==> src/rtl/signal_debouncer_pkg.sv <==
// Shared types for the input debouncer.
// FSM state encoding and a pending-state decode.
package signal_debouncer_pkg;

  typedef enum logic [1:0] {
    ST_LOW    = 2'd0,
    PEND_HIGH = 2'd1,
    ST_HIGH   = 2'd2,
    PEND_LOW  = 2'd3
  } dbnc_state_e;

  function automatic logic is_pending(
    input dbnc_state_e st
  );
    return (st == PEND_HIGH) ||
           (st == PEND_LOW);
  endfunction

endpackage

==> src/rtl/signal_debouncer_synchronizer.sv <==
// Multi-flop synchronizer for asynchronous
// single-bit inputs, with a settable reset level.
module synchronizer #(
  parameter int   STAGES      = 2,
  parameter logic RESET_VALUE = 1'b0
) (
  input  logic clock,
  input  logic reset,
  input  logic data_in,
  output logic data_out
);

  logic [STAGES-1:0] sync_q;

  always_ff @(posedge clock) begin
    if (reset) begin
      sync_q <= {STAGES{RESET_VALUE}};
    end else begin
      sync_q <= {sync_q[STAGES-2:0], data_in};
    end
  end

  assign data_out = sync_q[STAGES-1];

endmodule

==> src/rtl/signal_debouncer.sv <==
// Synchronizes and debounces a raw input, reporting
// in-progress qualification and rejected glitches.
module signal_debouncer #(
  parameter int   SYNC_STAGES        = 2,
  parameter int   DEBOUNCE_CYCLES    = 16,
  parameter logic RESET_VALUE        = 1'b0,
  parameter int   GLITCH_COUNT_WIDTH = 8
) (
  input  logic                          clock,
  input  logic                          reset,
  input  logic                          signal,
  input  logic                          glitch_clear,
  output logic                          debounced,
  output logic                          bouncing,
  output logic                          glitch,
  output logic [GLITCH_COUNT_WIDTH-1:0] glitch_count
);

  import signal_debouncer_pkg::*;

  localparam int CW =
    $clog2(DEBOUNCE_CYCLES + 1);
  localparam logic [CW-1:0] LAST =
    CW'(DEBOUNCE_CYCLES - 1);
  localparam logic [GLITCH_COUNT_WIDTH-1:0] GMAX =
    '1;
  localparam dbnc_state_e RST_ST =
    RESET_VALUE ? ST_HIGH : ST_LOW;

  logic                          s;
  dbnc_state_e                   state_q;
  logic [CW-1:0]                 cnt_q;
  logic [CW-1:0]                 cnt_d;
  logic                          deb_q;
  logic                          glitch_q;
  logic [GLITCH_COUNT_WIDTH-1:0] gcnt_q;
  logic                          reject;

  synchronizer #(
    .STAGES      (SYNC_STAGES),
    .RESET_VALUE (RESET_VALUE)
  ) u_sync (
    .clock    (clock),
    .reset    (reset),
    .data_in  (signal),
    .data_out (s)
  );

  assign cnt_d  = cnt_q + 1'b1;
  assign reject =
    ((state_q == PEND_HIGH) && !s) ||
    ((state_q == PEND_LOW)  &&  s);

  always_ff @(posedge clock) begin
    if (reset) begin
      state_q  <= RST_ST;
      cnt_q    <= '0;
      deb_q    <= RESET_VALUE;
      glitch_q <= 1'b0;
      gcnt_q   <= '0;
    end else begin
      glitch_q <= reject;
      unique case (state_q)
        ST_LOW: begin
          if (s) begin
            if (DEBOUNCE_CYCLES == 1) begin
              state_q <= ST_HIGH;
              deb_q   <= 1'b1;
            end else begin
              state_q <= PEND_HIGH;
              cnt_q   <= CW'(1);
            end
          end
        end
        PEND_HIGH: begin
          if (!s) begin
            state_q <= ST_LOW;
            cnt_q   <= '0;
          end else if (cnt_q == LAST) begin
            state_q <= ST_HIGH;
            cnt_q   <= '0;
            deb_q   <= 1'b1;
          end else begin
            cnt_q <= cnt_d;
          end
        end
        ST_HIGH: begin
          if (!s) begin
            if (DEBOUNCE_CYCLES == 1) begin
              state_q <= ST_LOW;
              deb_q   <= 1'b0;
            end else begin
              state_q <= PEND_LOW;
              cnt_q   <= CW'(1);
            end
          end
        end
        PEND_LOW: begin
          if (s) begin
            state_q <= ST_HIGH;
            cnt_q   <= '0;
          end else if (cnt_q == LAST) begin
            state_q <= ST_LOW;
            cnt_q   <= '0;
            deb_q   <= 1'b0;
          end else begin
            cnt_q <= cnt_d;
          end
        end
      endcase
      // clear has priority over a same-cycle glitch
      if (glitch_clear) begin
        gcnt_q <= '0;
      end else if (reject && (gcnt_q != GMAX)) begin
        gcnt_q <= gcnt_q + 1'b1;
      end
    end
  end

  assign debounced    = deb_q;
  assign bouncing     = is_pending(state_q);
  assign glitch       = glitch_q;
  assign glitch_count = gcnt_q;

endmodule

==> config.mk <==
export PLATFORM = sky130hd
export DESIGN_NAME = signal_debouncer
export DESIGN_NICKNAME = d
export VERILOG_FILES = /design/src/rtl/signal_debouncer_pkg.sv /design/src/rtl/signal_debouncer_synchronizer.sv /design/src/rtl/signal_debouncer.sv
export SDC_FILE = /design/constraint.sdc
export NUM_CORES = 1
export LEC_CHECK = 0
export CAP_MARGIN = 25
export CORE_MARGIN = 2
export CORE_UTILIZATION = 32
export DETAILED_ROUTE_END_ITERATION = 10
export PLACE_DENSITY = 0.61
export SYNTH_ARGS = -nofsm -noshare
export SYNTH_HDL_FRONTEND = slang
export SYNTH_SLANG_ARGS = --single-unit
==> constraint.sdc <==
create_clock -name clock -period 3.22 [get_ports clock]
set_input_delay 0.322 -clock clock [delete_from_list [all_inputs] [get_ports clock]]
set_output_delay 0.322 -clock clock [all_outputs]
set_load 0.05 [all_outputs]
Word level (Yosys, flattened, before mapping)
Cells that the tools add are included.
{ "totals": {"input_bits": 4, "wordCells": 51, "out_inout_bits": 11, "regBits": 19} }
{ "op_classes": {"eq_ne": 13, "add_sub_neg": 2, "reduce_logical": 12, "muxes": 18} }
{ "op_table": {"columns": ["op", "n"], "rows": [
  ["two-way mux 5 bit", 5],
  ["one-hot mux 5 bit (4 select lines)", 1],
  ["two-way mux 2 bit", 6],
  ["adder 8 x 1 -> 8 bit, second input constant", 1],
  ["inequality test 8 bit, second input constant", 1],
  ["one-hot mux 2 bit (4 select lines)", 1],
  ["inequality test 2 x 1 -> 1 bit, second input constant", 3],
  ["inequality test 2 bit, second input constant", 3],
  ["adder 5 x 1 -> 5 bit, second input constant", 1],
  ["equality test 5 x 4 -> 1 bit, second input constant", 1],
  ["AND reduction 5 bit", 1],
  ["equality test 2 bit, second input constant", 2],
  ["two-way mux 1 bit", 4],
  ["AND reduction 4 bit", 1],
  ["logical AND 1 bit", 3],
  ["inequality test 3 x 2 -> 1 bit, second input constant", 1],
  ["inequality test 3 bit, second input constant", 1],
  ["equality test 2 x 1 -> 1 bit, second input constant", 1],
  ["logical NOT 2 bit", 1],
  ["logical OR 1 bit", 2],
  ["one-hot mux 1 bit (2 select lines)", 1],
  ["AND reduction 2 bit", 1],
  ["nonzero test 2 bit", 1],
  ["OR reduction 2 bit", 1],
  ["logical NOT 1 bit", 1]
]} }

Longest topological paths before layout
{ "logic_depth": {"word_depth": 4, "ltp_mapped": 5, "mapped_depth_nobuf": 5} }

By module
From an unflattened synthesis, not the netlist that was laid out.
{ "unflattened": {"cells_unflattened": 101, "hier_area_um2": 913.4} }
{ "by_module_without_submodules": {"columns": ["module", "seq_area_each_um2", "area_per_inst_um2", "cells_per_inst", "n_inst"], "rows": [
  ["signal_debouncer", 340.3, 860.8, 97, 1],
  ["synchronizer", 40.0, 52.6, 4, 1]
]} }

Worst setup path after synthesis
OpenSTA, ideal clock, no wires.
{ "synth_path": {"path_kind": "register to register", "startpoint": "reg gcnt_q[0], in the netlist glitch_count[0]", "endpoint": "reg gcnt_q[6], in the netlist glitch_count[6]", "path_stages_with_launch": 6, "setup_time_ns": 0.128, "slack_ns": 1.312, "arrival_ns": 1.780, "path_cell_list": "dfxtp_1 -> ha_1 -> nand2_1 -> nor4b_1 -> a31o_2 -> a21oi_1"} }
{ "synth_between": {"elab_chain_cells": 2} }
{ "synth_rtl": {"columns": ["element", "line", "rtl"], "rows": [
  ["start, declared", "signal_debouncer.sv:36", "logic [GLITCH_COUNT_WIDTH-1:0] gcnt_q;"],
  ["start signal, assigned", "signal_debouncer.sv:115", "gcnt_q <= gcnt_q + 1'b1;"],
  ["parallel branches: the longest is 2 deep, another holds adder 8 x 1 -> 8 bit", null, null]
]} }
Parallel ways; which one is timed is not known.
A chain may end at the register's enable or synchronous reset.

Final worst setup path
{ "layout_path": {"startpoint": "reg state_q[0]", "endpoint": "out bouncing"} }
{ "layout_between": {"elab_chain_cells": 2} }
{ "layout_rtl": {"columns": ["element", "line", "rtl"], "rows": [
  ["start, declared", "signal_debouncer.sv:31", "dbnc_state_e state_q;"],
  ["start signal, assigned", "signal_debouncer.sv:56", "state_q <= RST_ST;"],
  ["start signal, assigned", "signal_debouncer.sv:67", "state_q <= ST_HIGH;"],
  ["start signal, assigned", "signal_debouncer.sv:70", "state_q <= PEND_HIGH;"],
  ["equality test 2 x 1 -> 1 bit or equality test 2 bit (tied branches)", "signal_debouncer_pkg.sv:15, signal_debouncer_pkg.sv:16", null],
  ["logical OR 1 bit *", "signal_debouncer_pkg.sv:15", "return (st == PEND_HIGH) ||"],
  ["end, declared", "signal_debouncer.sv:14", "output logic bouncing,"]
]} }
Every way passes the cells marked *; elsewhere a longest branch is shown, timed or not.

==> flow_metrics.env <==
export IMPL_status="finished, final reports clean"
export IMPL_crit_type="reg2out"
export IMPL_h_tree_depth=1
export IMPL_rrSetupSlack_ns=1.40
export IMPL_path_delay_family="buffers and inverters"
export IMPL_synth_edf_count=0
export IMPL_yosysTopAreaCell="dfxtp_1"
export IMPL_start_util_pct=34.04
export IMPL_ir_drop_mv=0.1820
export IMPL_synthTopCellsByCount="19 x dfxtp_1, 9 x a21oi_1, 9 x nand2_1"
export IMPL_post_cts_setup_buffers=0
export IMPL_setup_violations=0
export IMPL_cts_path_max_buffers=2
export IMPL_syn_area_um2=843.3
export IMPL_ant_nets=0
export IMPL_routed_wl_um=1639
export IMPL_cts_root_buffer="clkbuf_4"
export IMPL_grt_total_usage_pct=11.68
export IMPL_power_uw=391.9
export IMPL_yosys_area_share_simple_pct=28.19
export IMPL_synth_compound_area_share_pct=15.13
export IMPL_synth_top_area_share_pct=45.10
export IMPL_cp_end_kind="output pin"
export IMPL_grt_pass1_wl_um=2953
export IMPL_antenna_found_initial=0
export IMPL_die_area_um2=3062
export IMPL_syn_area_per_cell_um2=8.784
export IMPL_grt_max_degree=16
export IMPL_use_met2_pct=18.54
export IMPL_critical_path_arrival_ns=1.78
export IMPL_skew_ns=0.0009208
export IMPL_ys_dominant_reg_cell="dfxtp_1"
export IMPL_crit_chain="clkdlybuf4s50_1"
export IMPL_drc_errors=0
export IMPL_synthTopCellsByArea="dfxtp_1 45%, a21oi_1 5.3%, nand2_1 4.0%, nand3_1 3.6%, nor2_1 3.6%"
export IMPL_synth_adder_area_share_pct=2.967
export IMPL_numCtsBuffers=3
export IMPL_setup_tns_ns=0
export IMPL_setup_worst_path_start_class="flop"
export IMPL_portBuffers=14
export IMPL_numClockSinks=19
export IMPL_placed_area_um2=1006
export IMPL_layout_drive_gt1_share_pct=8.182
export IMPL_fin_crit_sh_pct=65.33
export IMPL_synth_xor_area_share_pct=5.193
export IMPL_area_delta_synth_final_pct=22.40
export IMPL_power_static_leakage_nw=0.3362
export IMPL_grt_setup_unrepaired="false"
export IMPL_met3_usage_pct=2.342
export IMPL_dr_total_vias=730
export IMPL_min_period_ns=2.104
export IMPL_pwr_density_cell_nw_per_um2=379.7
export IMPL_fin_area_um2=1032
export IMPL_core_um2=2477
export IMPL_cts_hold_buffers=0
export IMPL_vias_per_cell=5.214
export IMPL_crit_buf_inv=1
export IMPL_grt_ovfl_total=0
export IMPL_die_w_um=55.34
export IMPL_worst_pin_slew_ns=0.6720
export IMPL_synth_top_family_by_area="simple AND/OR/NAND/NOR gates"
export IMPL_postSynth_asyncResetShare_pct=0
export IMPL_cp_required_ns=2.90
export IMPL_ys_types=28
export IMPL_clk_latency_ns=0.29
export IMPL_crit_path_max_incr_delay_ns=0.89
export IMPL_slew_limit_headroom_pct=54.57
export IMPL_yosysSeqAreaShare_pct=45.10
export IMPL_hold_class="reg2reg"
export IMPL_die_h_um=55.34
export IMPL_busiest_layer="met2"
export IMPL_io_pins=15
export IMPL_ys_ff_latch=19
export IMPL_met1_usage_pct=15.23
export IMPL_post_cts_resized=0
export IMPL_rows=18
export IMPL_wire_per_inst_um=11.71
export IMPL_synth_fp_nets=102
export IMPL_clock_fmax_mhz=475.3
export IMPL_antennaDiodeCount=0
export IMPL_drt_initial_drc_count=15
export IMPL_dpl_hpwl_um=1172
export IMPL_crit_fanout=15
export IMPL_synth_mux_area_share_pct=1.187
export IMPL_hold_viol=0
export IMPL_clk_pin_slew_worst_paths_ns=0.11
export IMPL_slowest_stage="clkdlybuf4s50_1"
export IMPL_netlist_instances=96
export IMPL_synth_most_common_cell="dfxtp_1"
export IMPL_maxSlewViolCount=0
export IMPL_nNetsFinal=117
export IMPL_yosys_warnings=0
export IMPL_max_cap_viol_count=0
export IMPL_gp_congestion=0.8128
export IMPL_dr_pass1_iters=4
export IMPL_grt_pass1_vias=686
export IMPL_cts_tree="yes"
## layer usage
metal / part of all wire [%] / wire length (um)
met3: 4.1 / 68
met1: 51 / 843
met5: 0 / 0
met2: 43 / 697
met4: 1.8 / 30
## cells by family (layout without fill, tap and decap cells)
| kind of cell | after synthesis | in the layout |
|---|---|---|
| adder cells (fa/ha/maj) | 2 | 2 |
| multiplexers | 1 | 1 |
| XOR/XNOR | 5 | 5 |
| flip-flops | 19 | 19 |
| buffers and inverters | 5 | 19 |
| AND/OR/NAND/NOR | 43 | 43 |
| AO/OA/AOI/OAI | 21 | 21 |
## cell usage in the layout, fill, tap and decap left out
| master | Yosys | routed |
|---|---|---|
| clkbuf_4 | 0 | 3 |
| o31ai_1 | 2 | 2 |
| ha_1 | 2 | 2 |
| nand4_1 | 4 | 4 |
| nor3b_1 | 2 | 2 |
| a31o_2 | 1 | 1 |
| xnor2_1 | 2 | 2 |
| and2_1 | 1 | 1 |
| or3_4 | 1 | 1 |
| clkbuf_1 | 3 | 1 |
| inv_1 | 1 | 1 |
| nor4b_1 | 1 | 1 |
| nand3b_1 | 2 | 2 |
| mux2i_1 | 1 | 1 |
| a21oi_1 | 9 | 9 |
| o211ai_1 | 1 | 1 |
| nor2b_1 | 2 | 2 |
| nor2_1 | 8 | 8 |
| a31oi_1 | 3 | 3 |
| nand2_1 | 9 | 9 |
| xor2_1 | 3 | 3 |
| and4b_1 | 1 | 1 |
| or4_1 | 2 | 2 |
| a211oi_1 | 3 | 3 |
| dfxtp_1 | 19 | 19 |
| clkdlybuf4s50_1 | 0 | 14 |
| or2_2 | 4 | 4 |
| nand3_1 | 6 | 6 |
| o21ai_0 | 2 | 2 |
## final timing paths
| path | cells past startpoint | start | endpoint |
|---|---|---|---|
| worst max register to register | 4 | state_q[0] | glitch_count[5] |
| worst max-delay path | 1 | state_q[0] | bouncing |
| worst min register to register | 1 | u_sync.sync_q[0] | u_sync.sync_q[1] |
| worst min-delay path | 1 | u_sync.sync_q[0] | u_sync.sync_q[1] |
## layout make-up
cell class	instances	area, um2
fillers	260	1445
multi-input cells	72	444.2
flip-flops and latches	19	380.4
repair buffers	14	140.1
well taps	30	37.54
clock buffers	4	26.28
inverters	1	3.754
## per-stage QoR
| stage | setup WS, ns | instances | hold slack [ns] | util [%] |
|---|---|---|---|---|
| after global placement | 1.476 | 136 | 0.4250 | 40.61 |
| after global routing | 1.027 | 140 | 0.4691 | 41.67 |
| after CTS | 1.114 | 140 | 0.4574 | 41.67 |
| after floorplan | 1.312 | 96 | 0.3936 | - |
| after detailed placement | 1.428 | 136 | 0.4296 | 40.61 |
| final | 1.116 | 140 | 0.4530 | 41.67 |
## registers in the layout, indices dropped and copies added (netlist names), named ones only
register       cells
u_sync.sync_q      2
state_q            1
glitch             1
glitch_count       8
debounced          1
cnt_q              5
## power by group
part | internal, mW | switching (mW) | leakage (nW)
registers | 0.239 | 0.00391 | 0.154
clock network | 0.0482 | 0.0741 | 0.0150
logic | 0.0113 | 0.0158 | 0.167
Power figures use the tool's default switching activity.
